`src/rtl/l2cache_plru_replace.sv`:
```
// Tree pseudo-LRU replacement for an 8-way L2: one 7-bit PLRU row per set, a two-stage
// lookup pipeline producing hit/victim results, and a power-up/flush sweep that clears every row.
module l2cache_plru_replace #(
    parameter int addr_width = 4,
    parameter int way        = 8
) (
    input  logic                  clk,
    input  logic                  rstn,
    input  logic                  lookup_valid,
    input  logic [addr_width-1:0] lookup_index,
    input  logic [way-1:0]        hit,
    input  logic [way-1:0]        valid,
    input  logic                  fill_en,
    input  logic [addr_width-1:0] fill_index,
    input  logic [2:0]            fill_way,
    input  logic                  flush_req,
    output logic                  ready,
    output logic                  res_valid,
    output logic                  hit_any,
    output logic [2:0]            hit_way,
    output logic [2:0]            victim_way
);

    localparam int SETS = 1 << addr_width;

    typedef enum logic {
        INIT,
        IDLE
    } state_t;

    state_t                state, state_nxt;
    logic [addr_width-1:0] cnt, cnt_nxt;

    logic [6:0]            plru_mem [SETS];

    logic                  we;
    logic [addr_width-1:0] widx;
    logic [6:0]            wdata;
    logic [6:0]            rd_row;

    logic                  vld_p1;
    logic [addr_width-1:0] idx_p1;
    logic [6:0]            row_p1;

    logic                  hit_any_c;
    logic [2:0]            hit_way_c;
    logic [2:0]            victim_c;

    // Lowest-numbered set bit, 0 when the vector is empty.
    function automatic logic [2:0] first_set(input logic [way-1:0] v);
        first_set = '0;
        for (int i = way - 1; i >= 0; i--) begin
            if (v[i]) begin
                first_set = 3'(i);
            end
        end
    endfunction

    function automatic logic [2:0] tree_walk(input logic [6:0] row);
        logic half;
        logic quad;
        logic leaf;
        half = row[0];
        quad = half ? row[2] : row[1];
        case ({half, quad})
            2'd0:    leaf = row[3];
            2'd1:    leaf = row[4];
            2'd2:    leaf = row[5];
            default: leaf = row[6];
        endcase
        tree_walk = {half, quad, leaf};
    endfunction

    // Point every node on the path to w away from w; nodes off the path keep their value.
    function automatic logic [6:0] path_update(input logic [6:0] row, input logic [2:0] w);
        path_update    = row;
        path_update[0] = ~w[2];
        if (w[2]) begin
            path_update[2] = ~w[1];
        end else begin
            path_update[1] = ~w[1];
        end
        case (w[2:1])
            2'd0:    path_update[3] = ~w[0];
            2'd1:    path_update[4] = ~w[0];
            2'd2:    path_update[5] = ~w[0];
            default: path_update[6] = ~w[0];
        endcase
    endfunction

    always_ff @(posedge clk or negedge rstn) begin
        if (!rstn) begin
            state <= INIT;
            cnt   <= '0;
        end else begin
            state <= state_nxt;
            cnt   <= cnt_nxt;
        end
    end

    // Single write port: sweep clear in INIT; in IDLE a refill outranks the hit update,
    // and a hit update coinciding with an accepted flush is dropped.
    always_comb begin
        state_nxt = state;
        cnt_nxt   = cnt;
        ready     = 1'b0;
        we        = 1'b0;
        widx      = '0;
        wdata     = '0;
        case (state)
            INIT: begin
                we      = 1'b1;
                widx    = cnt;
                wdata   = '0;
                cnt_nxt = cnt + addr_width'(1);
                if (&cnt) begin
                    state_nxt = IDLE;
                end
            end
            default: begin
                ready = 1'b1;
                if (flush_req) begin
                    state_nxt = INIT;
                    cnt_nxt   = '0;
                end
                if (fill_en) begin
                    we    = 1'b1;
                    widx  = fill_index;
                    wdata = path_update(plru_mem[fill_index], fill_way);
                end else if (vld_p1 && hit_any_c && !flush_req) begin
                    we    = 1'b1;
                    widx  = idx_p1;
                    wdata = path_update(row_p1, hit_way_c);
                end
            end
        endcase
    end

    always_ff @(posedge clk) begin
        if (we) begin
            plru_mem[widx] <= wdata;
        end
    end

    // Write-first: a lookup of the row being written this cycle sees the new value.
    assign rd_row = (we && (widx == lookup_index)) ? wdata : plru_mem[lookup_index];

    // ---- stage 0 -> stage 1: accept lookup, capture index and row ----
    always_ff @(posedge clk or negedge rstn) begin
        if (!rstn) begin
            vld_p1 <= 1'b0;
        end else begin
            vld_p1 <= lookup_valid && ready;
        end
    end

    always_ff @(posedge clk) begin
        idx_p1 <= lookup_index;
        row_p1 <= rd_row;
    end

    assign hit_any_c = |hit;
    assign hit_way_c = first_set(hit);
    assign victim_c  = (&valid) ? tree_walk(row_p1) : first_set(~valid);

    // ---- stage 1 -> stage 2: register results ----
    always_ff @(posedge clk or negedge rstn) begin
        if (!rstn) begin
            res_valid  <= 1'b0;
            hit_any    <= 1'b0;
            hit_way    <= '0;
            victim_way <= '0;
        end else begin
            res_valid <= vld_p1;
            if (vld_p1) begin
                hit_any    <= hit_any_c;
                hit_way    <= hit_way_c;
                victim_way <= victim_c;
            end
        end
    end

endmodule
```
`config.mk`:
```
export PLATFORM = sky130hd
export DESIGN_NAME = l2cache_plru_replace
export DESIGN_NICKNAME = d
export VERILOG_FILES = /design/src/rtl/l2cache_plru_replace.sv
export SDC_FILE = /design/constraint.sdc
export NUM_CORES = 1
export LEC_CHECK = 0
export ABC_AREA = 1
export BUFFER_PORTS_ARGS = -buffer_cell sky130_fd_sc_hd__buf_2
export CORE_AREA = 2 2 143 145
export DETAILED_ROUTE_END_ITERATION = 10
export DIE_AREA = 0 0 145 147
export GPL_TIMING_DRIVEN = 0
export PLACE_DENSITY = 0.48
export SYNTH_ARGS = -nofsm -noshare
export SYNTH_HDL_FRONTEND = slang
export SYNTH_SLANG_ARGS = --single-unit
```
`constraint.sdc`:
```
create_clock -name clk -period 4 [get_ports clk]
set_input_delay 0.8 -clock clk [delete_from_list [all_inputs] [get_ports clk]]
set_output_delay 0.8 -clock clk [all_outputs]
set_load 0.01 [all_outputs]
```
==> impl_summary.log <==
INFO  metric run_status = finished clean
INFO  metric final_cell_area = 7968 um^2
INFO  metric synth.cell_area = 6827 um^2
INFO  metric design.final.nets = 856
INFO  metric grt_first_pass_wirelength = 35.32 mm
INFO  metric dpl_cell_area = 7371 um^2
INFO  metric tightest_slew = 1.341 ns
INFO  metric clk-insertion-delay-late = 0.43 ns
INFO  metric synth_edf_count = 112
INFO  metric tritoncts = yes
INFO  metric synth-main-ff-cell = edfxtp_1
INFO  metric crit_chain = buf_2 -> inv_1 -> clkbuf_1 -> nand3_1 -> nand3_1 -> nand3_1 -> nand3_1 -> nand2_1 -> a21oi_1
INFO  metric rsz0062_at_grt = false
INFO  metric main_combinational_cell_family_by_area_after_synthesis = simple AND/OR/NAND/NOR gates
INFO  metric final.setup_skew = 0.008617 ns
INFO  metric num_rows = 52
INFO  metric number_of_iterations_in_the_first_detailed_routing_pass = 5
INFO  metric postCtsResizedCells = 0
INFO  metric timing.max_cap.violations = 0
INFO  metric chipWidth = 145 um
INFO  metric wl_met3 = 1.938 mm
INFO  metric finalCritPeriodShare = 0.8132
INFO  metric met1_routed_length = 10.03 mm
INFO  metric worstSetupPathType = in -> reg
INFO  metric maxClockFrequency = 307.4 MHz
INFO  metric syn_inst = 765
INFO  metric final_layout_size_suffix_gt1_frac = 0.1411
INFO  metric port_buffers = 38
INFO  metric cpMostUsedCell = nand3_1
INFO  metric endpoint_type_of_the_worst_setup_path = flip-flop
INFO  metric post_drt_wl_per_cell = 21.40 um
INFO  metric drt-initial-drc-count = 644
INFO  metric yosys_reg_bits = 130
INFO  metric synth-simple-area-share = 0.2473
INFO  metric n_antenna_cell = 0
INFO  metric yosys-mux-area-fraction = 0.02493
INFO  metric number_of_buffers_added_to_fix_hold_violations_after_cts = 0
INFO  metric clk_path_buf_depth = 2
INFO  metric detailroute.wirelength.met2 = 10.79 mm
INFO  metric wirelength = 23.67 mm
INFO  metric avgViaCountPerCell = 5.295
INFO  metric mappedNetlistNets = 798
INFO  metric grtUsageTotal = 0.2263
INFO  metric register_area_share_after_synthesis = 0.5557
INFO  metric clkTransAtPathRegs = 0.06 ns
INFO  metric yosys.area_share.xor_xnor = 0
INFO  metric power_per_cell_area = 638.8 nW/um^2
INFO  metric root_buffer = clkbuf_16
INFO  metric worst-endpoint-arrival = 3.28 ns
INFO  metric ys_async_sr_fraction = 0.1077
INFO  metric area_growth = 16.72%
INFO  metric cp_data_required_time = 4.03 ns
INFO  metric synth-warning-count = 0
INFO  metric num_io_pins = 41
INFO  metric start_util = 0.3440
INFO  metric timing.setup.tns = 0 ns
INFO  metric timing.slew.headroom = 0.1061
INFO  metric cts-htree-levels = 4
INFO  metric setup.worst_path.start_class = input port
INFO  metric hold_class = in -> async
INFO  metric synth_compound_gate_area_share = 0.08963
INFO  metric topRoutingLayerUsed = met4
INFO  metric crit_path_top_delay_cell = a21oi_1
INFO  metric vdd_drop_max = 314.5 uV
INFO  metric remaining_antenna_violation_count = 0
INFO  metric drt_drc_violations_left = 0
INFO  metric final.min_clock_period = 3.253 ns
INFO  metric route.vias.total = 5856
INFO  metric detailedPlacementHpwl = 16.33 mm
INFO  metric report.final.slew_viol_count = 0
INFO  metric grt_max_degree = 17
INFO  metric aggregate_global_routing_overflow = 0
INFO  metric synth.distinct_cells = 36
INFO  metric timing.final.hold_violations = 0
INFO  metric die_height = 147 um
INFO  metric tritoncts_num_sinks = 130
INFO  metric first_global_vias = 5890
INFO  metric gpl.final_weighted_congestion = 0.9109
INFO  metric synthesis.area_per_instance = 8.924 um^2
INFO  metric timing.critical_path.buf_inv = 3
INFO  metric placement.setup.worst_slack = 0.05436 ns
INFO  metric timing.critical_path.slowest_cell_delay = 1.02 ns
INFO  metric worst_path_dominant_cell_family = compound AO/OA/AOI/OAI gates
INFO  metric power.total = 0.005090 W
INFO  metric die_area = 21320 um^2
INFO  metric path_max_fanout = 16
INFO  metric cts-buffers-inserted = 17
INFO  metric finalWorstSetupSlack = 0.7472 ns
INFO  metric design.core.area = 19840 um^2
INFO  metric yosys.area_share.adder = 0.001833
INFO  metric cts_post_setup_buffers_inserted = 0
INFO  metric grt_antenna_before_repair = 0
INFO  metric setup_viol_count_final = 0
INFO  metric static_leak = 3.312 nW
[cells by family after synthesis]
group,after synthesis
AND/OR/NAND/NOR,387
flip-flops,130
adder cells (fa/ha/maj),1
AO/OA/AOI/OAI,110
buffers and inverters,120
multiplexers,17
[cell usage in the layout (no fill, tap or decap), types with 2 or more instances in the layout]
master / instances
nand2_1: 193
nand3_1: 142
edfxtp_1: 112
inv_1: 71
buf_2: 55
o21ai_0: 43
a21oi_1: 40
nor2_1: 35
mux2i_1: 17
clkbuf_16: 17
clkbuf_1: 16
dfrtp_1: 14
o211ai_1: 13
buf_6: 8
buf_4: 6
a21oi_2: 4
nand4_1: 4
o21ai_1: 4
clkinv_2: 4
dfxtp_1: 4
inv_2: 3
a31oi_1: 3
or2_2: 3
bufinv_16: 3
nand3_2: 2
nand2_2: 2
nor4_1: 2
clkinv_4: 2
[final timing paths]
path,from,endpoint,slack (ns),cells past startpoint
min in group clk,hit_way[0]$_DFFE_PN0P_,hit_way[0]$_DFFE_PN0P_,0.47,2
worst max-delay path,fill_index[3],plru_mem[1][1]$_DFFE_PP_,0.75,9
worst max register to register,idx_p1[1]$_DFF_P_,plru_mem[1][1]$_DFFE_PP_,0.89,8
max in group asynchronous,rstn,cnt[1]$_DFFE_PN0P_,3.47,1
worst min register to register,hit_way[0]$_DFFE_PN0P_,hit_way[0]$_DFFE_PN0P_,0.47,2
worst min-delay path,rstn,victim_way[2]$_DFFE_PN0P_,0.28,1
[flip-flops by register name, summed over array words and instances, names as in the netlist, 3 cells and up]
| register | flops |
|---|---|
| cnt | 4 |
| hit_way | 3 |
| victim_way | 3 |
| plru_mem | 112 |
| idx_p1 | 4 |
[power breakdown]
part | total (W) | leakage, nW | switching (W) | internal (W)
clock | 0.00157 | 0.288 | 0.000574 | 0.000993
combinational | 0.00136 | 1.77 | 0.00101 | 0.000349
sequential | 0.00216 | 1.25 | 0.000167 | 0.00199
total | 0.00509 | 3.31 | 0.00176 | 0.00333
[metal layers]
| metal | GRT usage | vias to the layer above |
|---|---|---|
| met5 | 0 | - |
| met4 | 0.1114 | 0 |
| met3 | 0.04068 | 63 |
| met2 | 0.3590 | 274 |
| met1 | 0.3006 | 2782 |
| li1 | - | 2737 |
[final cells by class]
cell class | count | area, um^2
timing repair buffer | 39 | 201.4
clock inverter | 10 | 135.1
buffer | 44 | 262.8
inverter | 76 | 287.8
clock buffer | 22 | 454.2
fill | 1989 | 11880
tap | 270 | 337.8
sequential | 130 | 3794
multi-input combinational | 515 | 2495
[metrics by stage]
stage	utilization	hold WS, ns	cells
detailed placement	0.3714	0.4623	1074
CTS	0.4011	0.2779	1106
finish	0.4015	0.2772	1106
global route	0.4015	0.2902	1106
global placement	0.3706	0.4626	1073
floorplan	-	0.4566	765
[cells in the mapped netlist, types with 2 or more instances]
cell | number | area (um^2)
edfxtp_1 | 112 | 3363
nand2_2 | 2 | 12.51
buf_6 | 7 | 78.83
nand4_1 | 4 | 25.02
mux2i_1 | 17 | 170.2
a21oi_2 | 2 | 17.52
inv_2 | 3 | 11.26
buf_2 | 17 | 85.08
nand2_1 | 193 | 724.4
dfrtp_1 | 14 | 350.3
o21ai_1 | 4 | 20.02
nor4_1 | 2 | 12.51
o21ai_0 | 43 | 215.2
buf_4 | 6 | 45.04
nor2_1 | 35 | 131.4
nand3_2 | 2 | 20.02
a21oi_1 | 42 | 210.2
clkbuf_1 | 12 | 45.04
or2_2 | 3 | 18.77
dfxtp_1 | 4 | 80.08
o211ai_1 | 13 | 97.59
nand3_1 | 142 | 710.7
a31oi_1 | 3 | 18.77
inv_1 | 71 | 266.5
Power figures use the tool's default switching activity.
